--- src/rtl/cone_miter_pkg.sv ---
// rtl/cone_miter_pkg.sv - shared widths, result record and cone reduction helper
//
// Purpose: default parameter values for cone_miter_pipe, the per-vector result
// record layout, and the masked XOR/XNOR reduction used by every cone channel.
// Ports: none (package).

package cone_miter_pkg;

  localparam int IN_W_DEF   = 12;
  localparam int OUT_W_DEF  = 4;
  localparam int STAGES_DEF = 2;
  localparam int CNT_W_DEF  = 16;

  // Widest input vector the reduction helper accepts; narrower vectors are
  // zero-extended by the caller, which leaves the parity unchanged.
  localparam int MAX_IN_W = 64;

  // Result record at default widths; the top declares the same layout sized
  // by its own parameters.
  typedef struct packed {
    logic [OUT_W_DEF-1:0] val;
    logic [OUT_W_DEF-1:0] mis;
    logic [CNT_W_DEF-1:0] idx;
  } cone_res_t;

  // Parity of the selected bits, optionally inverted (XNOR tree when inv=1).
  // An empty mask reduces to 0, so the result is simply inv.
  function automatic logic xnor_reduce(input logic [MAX_IN_W-1:0] vec,
                                       input logic [MAX_IN_W-1:0] mask,
                                       input logic                inv);
    return (^(vec & mask)) ^ inv;
  endfunction

endpackage

--- src/rtl/cone_pipe_slice.sv ---
// rtl/cone_pipe_slice.sv - one valid/ready pipeline register slice
//
// Purpose: single-entry register slice; loads when empty or when its content
// is being taken downstream in the same cycle, so bubbles collapse and a full
// chain sustains one transfer per cycle.
// Ports:
//   clk, rst_n           clock, asynchronous active-low reset
//   in_valid/in_ready    upstream handshake, in_data payload
//   out_valid/out_ready  downstream handshake, out_data payload

module cone_pipe_slice
  import cone_miter_pkg::*;
#(
  parameter int W = 8
) (
  input  logic         clk,
  input  logic         rst_n,
  input  logic         in_valid,
  output logic         in_ready,
  input  logic [W-1:0] in_data,
  output logic         out_valid,
  input  logic         out_ready,
  output logic [W-1:0] out_data
);

  logic         valid_q, valid_d;
  logic [W-1:0] data_q, data_d;

  // Ready depends only on local state and downstream ready, never on in_valid.
  assign in_ready = !valid_q || out_ready;

  always_comb begin
    valid_d = valid_q;
    data_d  = data_q;
    if (in_ready) begin
      valid_d = in_valid;
      if (in_valid) begin
        data_d = in_data;
      end
    end
  end

  always_ff @(posedge clk or negedge rst_n) begin
    if (!rst_n) begin
      valid_q <= 1'b0;
      data_q  <= '0;
    end else begin
      valid_q <= valid_d;
      data_q  <= data_d;
    end
  end

  assign out_valid = valid_q;
  assign out_data  = data_q;

endmodule

--- src/rtl/cone_miter_pipe.sv ---
// rtl/cone_miter_pipe.sv - streaming parity-cone evaluator and miter checker
//
// Purpose: evaluates OUT_W masked XOR/XNOR cones per accepted input vector,
// compares them against the supplied expected vector, and carries the result
// with its vector index through STAGES register slices. Mismatching results
// are counted (saturating) and the index of the first one is captured.
// Ports:
//   clk, rst_n                  clock, asynchronous active-low reset
//   cfg_mask, cfg_inv           per-channel input selection and inversion
//   clr                         synchronous clear of mis_cnt / first-mismatch
//   in_valid/in_ready           input handshake; in_vec, in_exp payload
//   out_valid/out_ready         output handshake; out_val, out_mis, out_idx
//   mis_cnt                     mismatching results delivered, saturating
//   first_mis_vld/idx           first mismatching result since reset/clr
//   busy                        any slice holds valid data

module cone_miter_pipe
  import cone_miter_pkg::*;
#(
  parameter int IN_W   = IN_W_DEF,
  parameter int OUT_W  = OUT_W_DEF,
  parameter int STAGES = STAGES_DEF,
  parameter int CNT_W  = CNT_W_DEF
) (
  input  logic                  clk,
  input  logic                  rst_n,
  input  logic [OUT_W*IN_W-1:0] cfg_mask,
  input  logic [OUT_W-1:0]      cfg_inv,
  input  logic                  clr,
  input  logic                  in_valid,
  output logic                  in_ready,
  input  logic [IN_W-1:0]       in_vec,
  input  logic [OUT_W-1:0]      in_exp,
  output logic                  out_valid,
  input  logic                  out_ready,
  output logic [OUT_W-1:0]      out_val,
  output logic [OUT_W-1:0]      out_mis,
  output logic [CNT_W-1:0]      out_idx,
  output logic [CNT_W-1:0]      mis_cnt,
  output logic                  first_mis_vld,
  output logic [CNT_W-1:0]      first_mis_idx,
  output logic                  busy
);

  // Same layout as cone_res_t, sized by this instance's parameters.
  typedef struct packed {
    logic [OUT_W-1:0] val;
    logic [OUT_W-1:0] mis;
    logic [CNT_W-1:0] idx;
  } res_t;

  localparam int RES_W = $bits(res_t);

  logic [CNT_W-1:0] idx_q, idx_d;
  logic [CNT_W-1:0] mis_cnt_q, mis_cnt_d;
  logic             first_vld_q, first_vld_d;
  logic [CNT_W-1:0] first_idx_q, first_idx_d;

  logic [OUT_W-1:0] cone_val;
  res_t             res_in;
  res_t             res_out;
  logic             in_fire;
  logic             out_fire;

  // Element s is the input side of slice s; element STAGES is the output.
  logic [STAGES:0]  stg_valid;
  logic [STAGES:0]  stg_ready;
  logic [RES_W-1:0] stg_data [STAGES+1];

  // Cone evaluation sits ahead of slice 0, so the accept-to-output latency
  // is exactly the number of slices.
  for (genvar k = 0; k < OUT_W; k++) begin : g_cone
    assign cone_val[k] = xnor_reduce(MAX_IN_W'(in_vec),
                                     MAX_IN_W'(cfg_mask[k*IN_W +: IN_W]),
                                     cfg_inv[k]);
  end

  always_comb begin
    res_in     = '0;
    res_in.val = cone_val;
    res_in.mis = cone_val ^ in_exp;
    res_in.idx = idx_q;
  end

  assign stg_valid[0]      = in_valid;
  assign stg_data[0]       = res_in;
  assign in_ready          = stg_ready[0];
  assign stg_ready[STAGES] = out_ready;

  for (genvar s = 0; s < STAGES; s++) begin : g_stage
    cone_pipe_slice #(
      .W (RES_W)
    ) u_slice (
      .clk       (clk),
      .rst_n     (rst_n),
      .in_valid  (stg_valid[s]),
      .in_ready  (stg_ready[s]),
      .in_data   (stg_data[s]),
      .out_valid (stg_valid[s+1]),
      .out_ready (stg_ready[s+1]),
      .out_data  (stg_data[s+1])
    );
  end

  assign res_out   = res_t'(stg_data[STAGES]);
  assign out_valid = stg_valid[STAGES];
  assign out_val   = res_out.val;
  assign out_mis   = res_out.mis;
  assign out_idx   = res_out.idx;
  assign busy      = |stg_valid[STAGES:1];

  assign in_fire  = in_valid && in_ready;
  assign out_fire = out_valid && out_ready;

  always_comb begin
    idx_d       = idx_q;
    mis_cnt_d   = mis_cnt_q;
    first_vld_d = first_vld_q;
    first_idx_d = first_idx_q;

    if (in_fire) begin
      idx_d = idx_q + CNT_W'(1);
    end

    // clr takes priority: a mismatch leaving in the clr cycle is dropped.
    if (clr) begin
      mis_cnt_d   = '0;
      first_vld_d = 1'b0;
      first_idx_d = '0;
    end else if (out_fire && (|res_out.mis)) begin
      if (mis_cnt_q != '1) begin
        mis_cnt_d = mis_cnt_q + CNT_W'(1);
      end
      if (!first_vld_q) begin
        first_vld_d = 1'b1;
        first_idx_d = res_out.idx;
      end
    end
  end

  always_ff @(posedge clk or negedge rst_n) begin
    if (!rst_n) begin
      idx_q       <= '0;
      mis_cnt_q   <= '0;
      first_vld_q <= 1'b0;
      first_idx_q <= '0;
    end else begin
      idx_q       <= idx_d;
      mis_cnt_q   <= mis_cnt_d;
      first_vld_q <= first_vld_d;
      first_idx_q <= first_idx_d;
    end
  end

  assign mis_cnt       = mis_cnt_q;
  assign first_mis_vld = first_vld_q;
  assign first_mis_idx = first_idx_q;

endmodule

--- config.mk ---
export PLATFORM = sky130hd
export DESIGN_NAME = cone_miter_pipe
export DESIGN_NICKNAME = d
export VERILOG_FILES = /design/src/rtl/cone_miter_pkg.sv /design/src/rtl/cone_pipe_slice.sv /design/src/rtl/cone_miter_pipe.sv
export SDC_FILE = /design/constraint.sdc
export NUM_CORES = 1
export LEC_CHECK = 0
export CORE_MARGIN = 8
export CORE_UTILIZATION = 52
export CTS_CLUSTER_DIAMETER = 60
export DETAILED_ROUTE_END_ITERATION = 12
export PLACE_DENSITY = 0.9
export SETUP_SLACK_MARGIN = 0.2
export SLEW_MARGIN = 30
export SYNTH_ARGS = -nofsm -noshare
export SYNTH_HDL_FRONTEND = slang
export SYNTH_SLANG_ARGS = --single-unit
--- constraint.sdc ---
create_clock -name clk -period 2.7 [get_ports clk]
set_input_delay 0.54 -clock clk [delete_from_list [all_inputs] [get_ports clk]]
set_output_delay 0.54 -clock clk [all_outputs]
set_load 0.02 [all_outputs]
==> results.tsv <==
metric	value	unit
global-route wire length before repair	19.0	mm
Synth warnings	0	
worst-skew pair later-pin latency	360	ps
CTS H-tree depth	3	
starting density of the core	0.525	
Area contributors post-synth	dfrtp_1, mux2_2, xnor2_1, nand2_1, xnor3_1	
Async SR Flop Fraction	1.00	
Synth top area share	0.524	
RSZ-0062 raised after global routing	no	
global route total overflow	0	
CP arrival	1860	ps
Synth Net Count	485	
Routed WL	11.6	mm
Period minus WS final	2400	ps
crit-path most repeated cell	clkdlybuf4s50_1	
commonest non-fill, non-tap cells in the layout	clkdlybuf4s50_1, dfrtp_1, nand2_1	
Core Region	0.00902	sq mm
final worst clock skew	10.9	ps
Syn Inst Count	410	
fin crit share	0.890	
Detail Placement HPWL	9.01	mm
layout cell share with drive strength beyond 1	0.124	
GRT Util Overall	0.187	
sequential-to-total area share from yosys stat	0.524	
Hold Crit Class	in2async	
FP Rows	35	
Yosys reg bits	99	
via count of the first global-routing pass	3775	
ant diodes	0	
Synth Flop Type	dfrtp_1	
Pleak	2.93	nW
gpl congestion	0.873	
Post-CTS Resized	0	
kind of critical path	in2out	
startpoint types	primary input	
Post CTS Setup Buffer Count	0	
mapped cell area	0.00473	sq mm
CTS tree	built	
fill cell count	636	
Crit path required time	2160	ps
Clock Path Buffers	2	
Max stage delay on crit path	650	ps
Total Nets Final	626	
Crit path max-delay family	buffers and inverters	
router iterations before antenna repair	4	
I/O pins	133	
crit-path cells	clkdlybuf4s50_1 > nand3b_1 > clkdlybuf4s50_1	
DRC violations left	0	
Antenna Nets Post-Route	0	
cts bufs inserted	9	
Worst slew margin	0.564	
Vias/cell	5.28	
Die Y	111	microns
peak supply drop	0.000500	V
worst setup path startpoint	out_ready	
Worst-path clk slew	110	ps
Fmax achieved	416	MHz
mean cell area of the mapped netlist	11.5	sq um
CP max FO	3	
status	finished, final reports clean	
Area Overhead vs Synth	35.9	%
slowest CP cell	clkdlybuf4s50_1	
unique cell type count in the Yosys netlist	36	
Slew Viols, Final	0	
die area	0.0124	sq mm
placed cell areas	0.00622	sq mm
Port Buf Inserts	132	
largest net degree at the start of global routing	72	
final setup TNS	0	ps
CTS Hold Bufs	0	
CTS root buf	clkbuf_8	
Max Cap Viol	0	
Worst-Margin Slew	649	ps
wire per inst	17.4	microns
clk sinks	99	
die width	111	microns
total vias in the final route	3519	
final hold vios	0	
number of synthesized flops with an enable pin	0	
commonest non-fill, non-tap cell in the layout	clkdlybuf4s50_1	
Power Density	655	mW/mm^2
initial antenna violation count	0	
Setup crit end kind	primary output	
Final Setup Violations	0	
post-route design area	0.00643	sq mm
RR Startpoint	mis_cnt[0]	
Synth area leader	dfrtp_1	
Worst Path Buf+Inv	2	
1st-iter DRT viols	170	
==> synthesized netlist by cell type, types with 2 or more instances <==
master / number
clkbuf_1: 8
xor2_1: 15
and3_1: 5
or2_2: 2
and2_1: 3
ha_1: 2
xnor3_1: 12
xnor3_2: 3
nor3_1: 4
nand2b_1: 3
dfrtp_1: 99
nor2_1: 28
o21ai_0: 8
nor4_2: 2
nor4_1: 4
xnor2_1: 39
mux2_2: 35
nand3_1: 8
nand4_1: 9
nand2_1: 90
a22o_1: 16
==> power breakdown <==
group / total [mW] / switching, mW / internal (mW)
clock network: 0.952 / 0.581 / 0.372
logic: 1.31 / 0.579 / 0.728
registers: 1.95 / 0.200 / 1.75
total: 4.21 / 1.36 / 2.85
==> through the flow <==
stage | util | hold slack (ps) | power (mW) | instances | setup WS [ps]
2_1_floorplan | - | 244 | 2.70 | 410 | 733
3_3_place_gp | 0.690 | 461 | 3.25 | 651 | 223
3_5_place_dp | 0.690 | 466 | 3.31 | 651 | 136
4_1_cts | 0.713 | 93.6 | 4.26 | 667 | 312
5_1_grt | 0.713 | 98.9 | 4.44 | 667 | 279
6_report | 0.713 | 87.7 | 4.21 | 667 | 297
==> final timing paths <==
check	end	slack [ps]	cells after the start
setup / recovery	in_ready	300	3
max in group asynchronous	mis_cnt[4]	1930	2
hold / removal	g_stage[0].u_slice.out_data[11]	90	1
hold reg to reg	idx_q[15]	490	1
min in group clk	idx_q[15]	490	1
setup reg to reg	mis_cnt[13]	840	6
==> routing by layer <==
layer  share of wire  global-route usage  vias up  wire length, microns
met3           0.054              0.0511       10                   625
met1            0.42               0.219     1737                  4860
met5               0                   0        -                     0
met4          0.0095              0.0418        0                   110
met2            0.52               0.334       96                  6030
li1                -                   -     1676                     -
==> cell type report <==
type | count | area (sq um) | share of cell area
Multi-Input combinational cell | 299 | 2200 | 0.343
Clock inverter | 7 | 85.1 | 0.0132
Tap cell | 111 | 139 | 0.0216
Clock buffer | 9 | 124 | 0.0193
Timing Repair Buffer | 141 | 1400 | 0.217
Inverter | 1 | 3.75 | 0.000584
Sequential cell | 99 | 2480 | 0.385
==> state kept, by name, indices dropped and copies added (netlist names) <==
signal	count
mis_cnt	16
first_mis_vld	1
first_mis_idx	16
g_stage.u_slice.out_valid	2
g_stage.u_slice.out_data	48
idx_q	16
==> logic make-up (layout without fill, tap and decap cells) <==
family | Yosys count | after routing | synth area share
buffers and inverters | 12 | 158 | 0.0106
xor gates and xnor gates | 70 | 70 | 0.177
muxes | 35 | 35 | 0.0833
AOI/OAI and AO/OA | 26 | 26 | 0.0402
and+or+nand+nor | 166 | 166 | 0.160
DFF | 99 | 99 | 0.524
adders and majority gates | 2 | 2 | 0.00529
==> worst reg2reg max path, stage by stage (launching register included) <==
cell	delay, ps
dfrtp_1	430
ha_1	210
nand2_1	130
nor4_1	540
and4b_1	280
xnor2_1	130
nor2_1	50
Power figures use the tool's default switching activity.
